===== src/rtl/edge_capture_bank.sv =====
// Multi-channel edge capture bank: each channel synchronises an async trigger,
// detects a selectable edge and latches its data word until acknowledged.
module edge_capture_bank #(
  parameter int unsigned WIDTH       = 32,
  parameter int unsigned CHANNELS    = 4,
  parameter int unsigned SYNC_STAGES = 2,
  parameter int unsigned CNT_W       = 8
) (
  input  logic                      clk,
  input  logic                      rst_n,
  input  logic [CHANNELS-1:0]       trig,
  input  logic [1:0]                mode,
  input  logic [CHANNELS*WIDTH-1:0] d,
  input  logic [CHANNELS-1:0]       ack,
  output logic [CHANNELS*WIDTH-1:0] r,
  output logic [CHANNELS-1:0]       pulse,
  output logic [CHANNELS-1:0]       valid,
  output logic [CHANNELS-1:0]       ovf,
  output logic [CHANNELS*CNT_W-1:0] cnt
);

  typedef enum logic [1:0] {
    MODE_OFF  = 2'b00,
    MODE_RISE = 2'b01,
    MODE_FALL = 2'b10,
    MODE_BOTH = 2'b11
  } mode_e;

  logic [SYNC_STAGES-1:0] sync_q [CHANNELS];
  logic [CHANNELS-1:0]    hist_q;
  logic [CHANNELS-1:0]    pulse_q, pulse_d;
  logic [CHANNELS-1:0]    valid_q, valid_d;
  logic [CHANNELS-1:0]    ovf_q, ovf_d;
  logic [WIDTH-1:0]       r_q [CHANNELS];
  logic [WIDTH-1:0]       r_d [CHANNELS];
  logic [CNT_W-1:0]       cnt_q [CHANNELS];
  logic [CNT_W-1:0]       cnt_d [CHANNELS];
  logic [CHANNELS-1:0]    s_last, rise, fall, hit;
  mode_e                  mode_sel;

  assign mode_sel = mode_e'(mode);

  always_comb begin
    s_last  = '0;
    rise    = '0;
    fall    = '0;
    hit     = '0;
    pulse_d = '0;
    valid_d = valid_q;
    ovf_d   = ovf_q;
    for (int unsigned i = 0; i < CHANNELS; i++) begin
      r_d[i]   = r_q[i];
      cnt_d[i] = cnt_q[i];
      s_last[i] = sync_q[i][SYNC_STAGES-1];
      rise[i]   = s_last[i] & ~hist_q[i];
      fall[i]   = ~s_last[i] & hist_q[i];
      unique case (mode_sel)
        MODE_RISE: hit[i] = rise[i];
        MODE_FALL: hit[i] = fall[i];
        MODE_BOTH: hit[i] = rise[i] | fall[i];
        default:   hit[i] = 1'b0;
      endcase
      if (hit[i]) begin
        // Capture beats a same-cycle ack; the ack still counts as consuming the
        // old word, so overrun is only raised when an unacked word is replaced.
        r_d[i]     = d[i*WIDTH +: WIDTH];
        pulse_d[i] = 1'b1;
        valid_d[i] = 1'b1;
        ovf_d[i]   = ack[i] ? 1'b0 : (ovf_q[i] | valid_q[i]);
        cnt_d[i]   = (cnt_q[i] == '1) ? cnt_q[i] : cnt_q[i] + CNT_W'(1);
      end else if (ack[i] && valid_q[i]) begin
        valid_d[i] = 1'b0;
        ovf_d[i]   = 1'b0;
      end
    end
  end

  always_ff @(posedge clk or negedge rst_n) begin
    if (!rst_n) begin
      hist_q  <= '0;
      pulse_q <= '0;
      valid_q <= '0;
      ovf_q   <= '0;
      for (int unsigned i = 0; i < CHANNELS; i++) begin
        sync_q[i] <= '0;
        r_q[i]    <= '0;
        cnt_q[i]  <= '0;
      end
    end else begin
      hist_q  <= s_last;
      pulse_q <= pulse_d;
      valid_q <= valid_d;
      ovf_q   <= ovf_d;
      for (int unsigned i = 0; i < CHANNELS; i++) begin
        sync_q[i] <= {sync_q[i][SYNC_STAGES-2:0], trig[i]};
        r_q[i]    <= r_d[i];
        cnt_q[i]  <= cnt_d[i];
      end
    end
  end

  always_comb begin
    r   = '0;
    cnt = '0;
    for (int unsigned i = 0; i < CHANNELS; i++) begin
      r[i*WIDTH +: WIDTH]   = r_q[i];
      cnt[i*CNT_W +: CNT_W] = cnt_q[i];
    end
  end

  assign pulse = pulse_q;
  assign valid = valid_q;
  assign ovf   = ovf_q;

endmodule


===== config.mk =====
export PLATFORM = sky130hd
export DESIGN_NAME = edge_capture_bank
export DESIGN_NICKNAME = d
export VERILOG_FILES = /design/src/rtl/edge_capture_bank.sv
export SDC_FILE = /design/constraint.sdc
export NUM_CORES = 1
export LEC_CHECK = 0
export CAP_MARGIN = 25
export CORE_MARGIN = 5
export CORE_UTILIZATION = 40
export DETAILED_ROUTE_END_ITERATION = 10
export MAX_ROUTING_LAYER = met4
export PLACE_DENSITY = 0.75
export SLEW_MARGIN = 5
export SYNTH_ARGS = -nofsm -noshare
export SYNTH_HDL_FRONTEND = slang
export SYNTH_SLANG_ARGS = --single-unit

===== constraint.sdc =====
create_clock -name clk -period 1.95 [get_ports clk]
set_input_delay 0.39 -clock clk [delete_from_list [all_inputs] [get_ports clk]]
set_output_delay 0.39 -clock clk [all_outputs]
set_load 0.005 [all_outputs]

# Word-level counts from Yosys, hierarchy flattened
# Index checks and enable logic that the tools add are counted.
[totals] register_bits=184 output_inout_bits=172
[classes] add_sub_neg=4 eq_ne=7 muxes=24 bitwise_logic=28 n_reduce_logical=12
[op_table] op="8-bit by 1-bit adder with 8-bit output (second input constant)" count=4
[op_table] op="8-bit == test (second input constant)" count=4
[op_table] op="1-bit two-way mux" count=20
[op_table] op="1-bit NOT" count=12
[op_table] op="1-bit one-hot mux with 3 select lines" count=4
[op_table] op="1-bit bitwise AND" count=8
[op_table] op="1-bit OR" count=8
[op_table] op="2-bit AND reduction" count=4
[op_table] op="2-bit nonzero test" count=4
[op_table] op="2-bit == test (second input constant)" count=2
[op_table] op="1-bit logical AND" count=4
[op_table] op="2-bit by 1-bit == test with 1-bit output (second input constant)" count=1

# Logic depth before layout (Yosys ltp)
# Gate-level depths: netlist (run 1).
[logic_depth] ltp_word=5 depth_mapped=10

# Worst setup path before layout (run 1)
# Ideal clock, no wire load.
[synth_path] path_type="reg-to-reg" startpoint="register hist_q[3]" endpoint="register r_q, in the netlist r[101]" setup_time_ns=0.125 arrival_time_ns=1.660 setup_slack_ns=0.165 stages_incl_launch_ff=6 path_buffers=1 period_less_slack_ns=1.785 path_cell_list="dfrtp_1 ha_1 or2_2 a32oi_2 buf_2 mux2_2"
[synth_via] elab_chain_cells=4 elab_cells_between_ends=5 cone_classes="mux (1); bitwise (4)"
[synth_rtl] element="start, declared" line="30" text="logic [CHANNELS-1:0] hist_q;"
[synth_rtl] element="start signal, assigned" line="90" text="hist_q <= s_last;"
[synth_rtl] element="1-bit NOT" line="55" text="rise[i] = s_last[i] & ~hist_q[i];"
[synth_rtl] element="1-bit bitwise AND" line="55"
[synth_rtl] element="1-bit OR" line="60" text="MODE_BOTH: hit[i] = rise[i] | fall[i];"
[synth_rtl] element="1-bit one-hot mux with 3 select lines (*)" line="57" text="unique case (mode_sel)"
[synth_rtl] element="end signal, assigned by index" line="96" text="r_q[i] <= r_d[i];"
[synth_rtl] element="end, declared" line="34" text="logic [WIDTH-1:0] r_q [CHANNELS];"
# Every way passes the cells marked *; elsewhere a longest branch is shown, timed or not.
# A chain may end at the register's enable or synchronous reset.

# Worst setup path in the final report (run 1)
[layout_path] startpoint="register sync_q, in the netlist s_last[3]" endpoint="register r_q, in the netlist r[109]"
[layout_via] elab_chain_cells=4 elab_cells_between_ends=5 cone_classes="mux (1); bitwise (4)"
[layout_rtl] element="start, declared" line="29" text="logic [SYNC_STAGES-1:0] sync_q [CHANNELS];"
[layout_rtl] element="start signal, assigned by index" line="95" text="sync_q[i] <= {sync_q[i][SYNC_STAGES-2:0], trig[i]};"
[layout_rtl] element="1-bit NOT" line="56" text="fall[i] = ~s_last[i] & hist_q[i];"
[layout_rtl] element="1-bit bitwise AND" line="56"
[layout_rtl] element="1-bit OR" line="60"
[layout_rtl] element="1-bit one-hot mux with 3 select lines (*)" line="57"
# Marks and branches as above.

==> flow_summary.toml, run 1 <==
[timing]
fin_skew_ns = 0.0102
hold_viol = 0
timing.hold.ws_ns = 0.352
setup_viol = 0
finalCriticalPeriod_ns = 1.92
grt_setup_unrepaired = "yes"
drv_slew = 0
tightestPinTransition_ns = 0.360
fin_setup_tns_ns = 0
maxSlewHeadroom_pct = 76.0
min_period_over_period_pct = 98.5
max_freq_ghz = 0.521

[detailed_routing]
drc_errors = 0
via_count = 6012
viasPerCell = 4.67
wl_per_cell_um = 15.7
wl_um = 20300
drt-initial-drc-count = 288
ant_nets = 0
first_pass_iters = 4

[logic_synthesis]
synthCells = 696
seq_area_frac_synth_pct = 63.3
synth_async_sr_flop_share_pct = 100
synthTopCellsByArea = "dfrtp_1 (63%), nand2_1 (16%), mux2_2 (6.2%)"
yosys.cell_count.top_type = "nand2_1"
synth.net_count = 848
synth_top_cell_by_area = "dfrtp_1"
synth_flop_cell = "dfrtp_1"
synth_cell_types = 43
synth_edf_count = 0
yosys_warnings = 0
synth_area_per_cell_um2 = 10.4
syn_area_um2 = 7270
synth_common_cells = "nand2_1 (304), dfrtp_1 (184), mux2_2 (40), inv_1 (17), nand3_1 (15)"
synth_top_area_share_pct = 63.3
synth_seq_cells = 184

[floorplanning]
coreArea_um2 = 17900
initial_core_util_pct = 40.6
boundaryPins = 312
die_h_um = 145
fp.dieW_um = 145
rows = 49
dieArea_um2 = 21000

[layout]
drive_gt1_share_pct = 12.7
area_delta_synth_final_pct = 63.7
nNetsFinal = 1196
final_cell_area_um2 = 11900

[setup_path]
cp_max_fo = 6
rr_endpoint = "r[109]"
r2r_start = "s_last[3]"
rrSetupSlack_ns = 0.03
startpoint_type = "flop"
arrival_ns = 2.22
worst_r2r_path_depth = 7
critPathKind = "flop to flop"
cp_data_required_time_ns = 2.25
end_kind = "flop"

[clocking]
cts_tree = "yes"
cts.path.max_buffers = 2
insertion_delay_ns = 0.42
clk_pin_slew_ns = 0.06
htreeDepth = 4
clkSinkCount = 184
numCtsBuffers = 17
root_buffer = "clkbuf_16"

[global_route]
grt_pass1_vias = 5911
track_usage_pct = 18.9
grt.overflow.total = 0
grt_pass1_wl_um = 30200
antenna_found_initial = 1
grt_max_degree = 61

[hold_path]
min_path_type = "flop to flop"
holdPathStages = 0
hold_end = "s_last[3]"
min_from = "sync_q[0]"

[flow_run]
maxCapViolCount = 0

[pwr]
ir_drop_mv = 0.565
power.density_nw_per_um2 = 1080
leakage_nw = 5.63

[place]
port_buffers = 311
gp_congestion = 0.802
dp_hpwl_um = 14700
placed_area_um2 = 10900

[status]
status = "finished, final reports clean"
## how the worst max path moves through the flow
stage	startpoint	to	slack, ns
after floorplan	hist_q[3]	r[101]	0.17
after detailed placement	mode[0]	r[98]	-0.42
final	s_last[3]	r[109]	0.03
after global placement	mode[0]	cnt[31]	-0.39
after CTS	s_last[3]	r[114]	0.005
after global routing	mode[0]	cnt[19]	-0.05
## routing by layer
metal  up-vias  routed length, um  part of all wire [%]  track usage (%)
met5         -                  0                     0                -
met2       201              10400                    51             31.9
li1       2922                  -                     -                -
met4         0                343                   1.7             5.89
met1      2863               8050                    40             21.6
met3        26               1510                   7.4             5.85
## repair_timing
| item | 4_1_cts | 5_1_grt |
|---|---|---|
| gates cloned | 0 | 5 |
| gates resized for setup | 2 | 39 |
| buffers inserted | 0 | 7 |
| hold endpoints to repair | 24 | 0 |
| endpoints found under the setup margin | 33 | 39 |
| pin swaps | 1 | 6 |
| hold buffers | 1 | 0 |
## cells by family after synthesis
family / count (synthesis) / synth area share (%)
buffers and inverters: 47 / 2.91
muxes: 42 / 6.49
AOI/OAI and AO/OA: 37 / 3.44
xor gates and xnor gates: 13 / 1.57
adders and majority gates: 12 / 2.07
DFF: 184 / 63.4
and+or+nand+nor: 361 / 20.2
## sequential cells by signal (all words and copies together), names as in the netlist
| register | count |
|---|---|
| s_last | 4 |
| sync_q | 4 |
| pulse | 4 |
| ovf | 4 |
| hist_q | 4 |
| valid | 4 |
| cnt | 32 |
| r | 128 |
## through the flow
stage	setup WS, ns	cells	total power, mW	utilization [%]
finish	0.0289	1287	12.9	66.4
global route	-0.0492	1287	13.6	66.4
CTS	0.00534	1274	12.9	64.5
detailed placement	-0.419	1241	8.85	60.6
global placement	-0.391	1241	8.76	60.6
floorplan	0.165	696	6.35	-
## worst max-delay path, cell delays in order, from the launching register on
cell and delay, ns:
dfrtp_1 0.39, inv_1 0.06, ha_2 0.16, or2_4 0.23
a32oi_4 0.30, clkbuf_16 0.21, buf_12 0.12, mux2_2 0.33
## final cells by class
class	instances	area (um2)
diodes	1	2.50
clock buffers	19	443
clock inverters	13	239
inverters	19	71.3
fillers	1404	6010
well taps	229	287
flip-flops and latches	184	4600
repair buffers	357	3630
multi-input cells	465	2620
## power by group
part           total [mW]  switching, mW  internal (mW)  leakage (nW)
Clock                3.95           1.49           2.46         0.330
Sequential           5.27          0.641           4.62          2.25
Combinational        3.68           1.36           2.33          3.05
Total                12.9           3.49           9.41          5.63
## layout by cell type (no fill, tap or decap), types with 13 or more instances in the layout
cell type / count
nor2_1: 14
nand3_1: 15
nand2_1: 304
mux2_4: 26
a21oi_1: 13
clkbuf_16: 21
buf_4: 32
mux2_2: 14
clkdlybuf4s50_1: 310
dfrtp_1: 184
inv_1: 17
Power figures use the tool's default switching activity.
==> run 2, diff against run 1 <==
--- a/config.mk
+++ b/config.mk
@@ -5,12 +5,15 @@
 export SDC_FILE = /design/constraint.sdc
 export NUM_CORES = 1
 export LEC_CHECK = 0
+export ABC_CLOCK_PERIOD_IN_PS = 1950
 export CAP_MARGIN = 25
 export CORE_MARGIN = 5
 export CORE_UTILIZATION = 40
 export DETAILED_ROUTE_END_ITERATION = 10
+export GPL_TIMING_DRIVEN = 0
 export MAX_ROUTING_LAYER = met4
 export PLACE_DENSITY = 0.75
+export SKIP_CTS_REPAIR_TIMING = 1
 export SLEW_MARGIN = 5
 export SYNTH_ARGS = -nofsm -noshare
 export SYNTH_HDL_FRONTEND = slang
==> flow_summary.toml, run 2 (synthesized netlist as in run 1, its figures left out) <==
[status]
status = "complete, but fails checks"
violations = "negative hold slack"

[setup_path]
startpoint_type = "flop"
cp_data_required_time_ns = 2.24
critPathKind = "flop to flop"
max_stage_delay_ns = 0.36
slowest_stage = "dfrtp_1"
arrival_ns = 2.16
crit_family = "compound AO/OA/AOI/OAI gates"
worstPathCellList = "inv_1, ha_1, or2_1, a32oi_4, buf_12, inv_4, buf_6, and3_4, a21oi_2, a31oi_1"
end_kind = "flop"
cp_max_fo = 8
path_buf_inv = 4

[clocking]
htreeDepth = 4
clkSinkCount = 184
insertion_delay_ns = 0.42
cts_tree = "yes"
clk_pin_slew_ns = 0.07
root_buffer = "clkbuf_16"
cts.path.max_buffers = 2
numCtsBuffers = 17

[pwr]
finalPower_mw = 12.4
power.density_nw_per_um2 = 1080
leakage_nw = 5.39
ir_drop_mv = 0.687

[flow_run]
maxCapViolCount = 0

[floorplanning]
coreArea_um2 = 17900
initial_core_util_pct = 40.6
die_h_um = 145
boundaryPins = 312
dieArea_um2 = 21000
rows = 49
fp.dieW_um = 145

[detailed_routing]
wl_per_cell_um = 15.4
drt-initial-drc-count = 261
viasPerCell = 4.61
via_count = 5900
first_pass_iters = 4
drc_errors = 0
ant_nets = 0
wl_um = 19600

[timing]
hold_viol = 27
timing.hold.ws_ns = -0.0429
finalWorstSetupSlack_ns = 0.0786
drv_slew = 0
setup_viol = 0
fin_setup_tns_ns = 0
min_period_over_period_pct = 96.0
fin_skew_ns = 0.0139
tightestPinTransition_ns = 0.684
finalCriticalPeriod_ns = 1.87
max_freq_ghz = 0.534
maxSlewHeadroom_pct = 54.4

[layout]
post-route-util_pct = 64.5
layout.cells.non_filler = 1279
largest_reg_flops = 128
drive_gt1_share_pct = 11.8
final_cell_area_um2 = 11500
area_delta_synth_final_pct = 58.8
mostFrequentLayoutCells = "clkdlybuf4s50_1 (308), nand2_1 (304), dfrtp_1 (184)"
nNetsFinal = 1188
layout_commonest_cell = "clkdlybuf4s50_1"

[global_route]
grt_pass1_vias = 5890
antenna_found_initial = 1
track_usage_pct = 18.6
grt.overflow.total = 0
grt_pass1_wl_um = 29900
grt_max_degree = 98

[place]
gp_congestion = 0.828
place_inst = 1236
placed_area_um2 = 10700
pre_cts_ws_ns = -0.524
port_buffers = 310
dp_hpwl_um = 14400

[hold_path]
min_path_type = "input pin to asynchronous set/reset pin"
run 2: cell types whose count changed in the layout (fill, tap and decap cells not counted), sizes merged:
| cell | delta |
|---|---|
| clkdlybuf4s50 | -2 |
| clkbuf | +9 |
| clkdlybuf4s15 | +1 |
| dlymetal6s2s | +1 |
| clkinvlp | +1 |
| dlygate4sd3 | -1 |
| buf | -14 |
| bufinv | -3 |
run 2: worst paths after layout:
| path | end | from | cells after the start | slack [ns] |
|---|---|---|---|---|
| worst max register to register | cnt[6] | s_last[0] | 10 | 0.08 |
| worst max-delay path | cnt[6] | s_last[0] | 10 | 0.08 |
| max in group asynchronous | r[33] | rst_n | 2 | 1.08 |
| min in group clk | s_last[1] | sync_q[4] | 0 | 0.35 |
| worst min-delay path | pulse[2] | rst_n | 1 | -0.04 |
| worst min register to register | s_last[1] | sync_q[4] | 0 | 0.35 |
run 2: layout make-up:
type,count,area [um2]
timing repair buffer,321,3240
buffer,28,191
inverter,19,73.8
sequential,184,4600
clock inverter,11,160
clock buffer,21,470
tap,229,287
fill,1453,6360
multi-input combinational,465,2520
antenna,1,2.50
run 2: power by group:
group	total [mW]	internal (mW)	switching (mW)
registers	5.24	4.62	0.622
clock network	3.65	2.15	1.50
logic	3.53	2.19	1.34
run 2: layer usage:
metal  GRT usage (%)  wire length, um  up-vias
li1                -                -     2917
met1            22.9             7950     2769
met2            30.6             9920      189
met3            4.77             1430       25
met4            5.20              352        0
met5               -                0        -
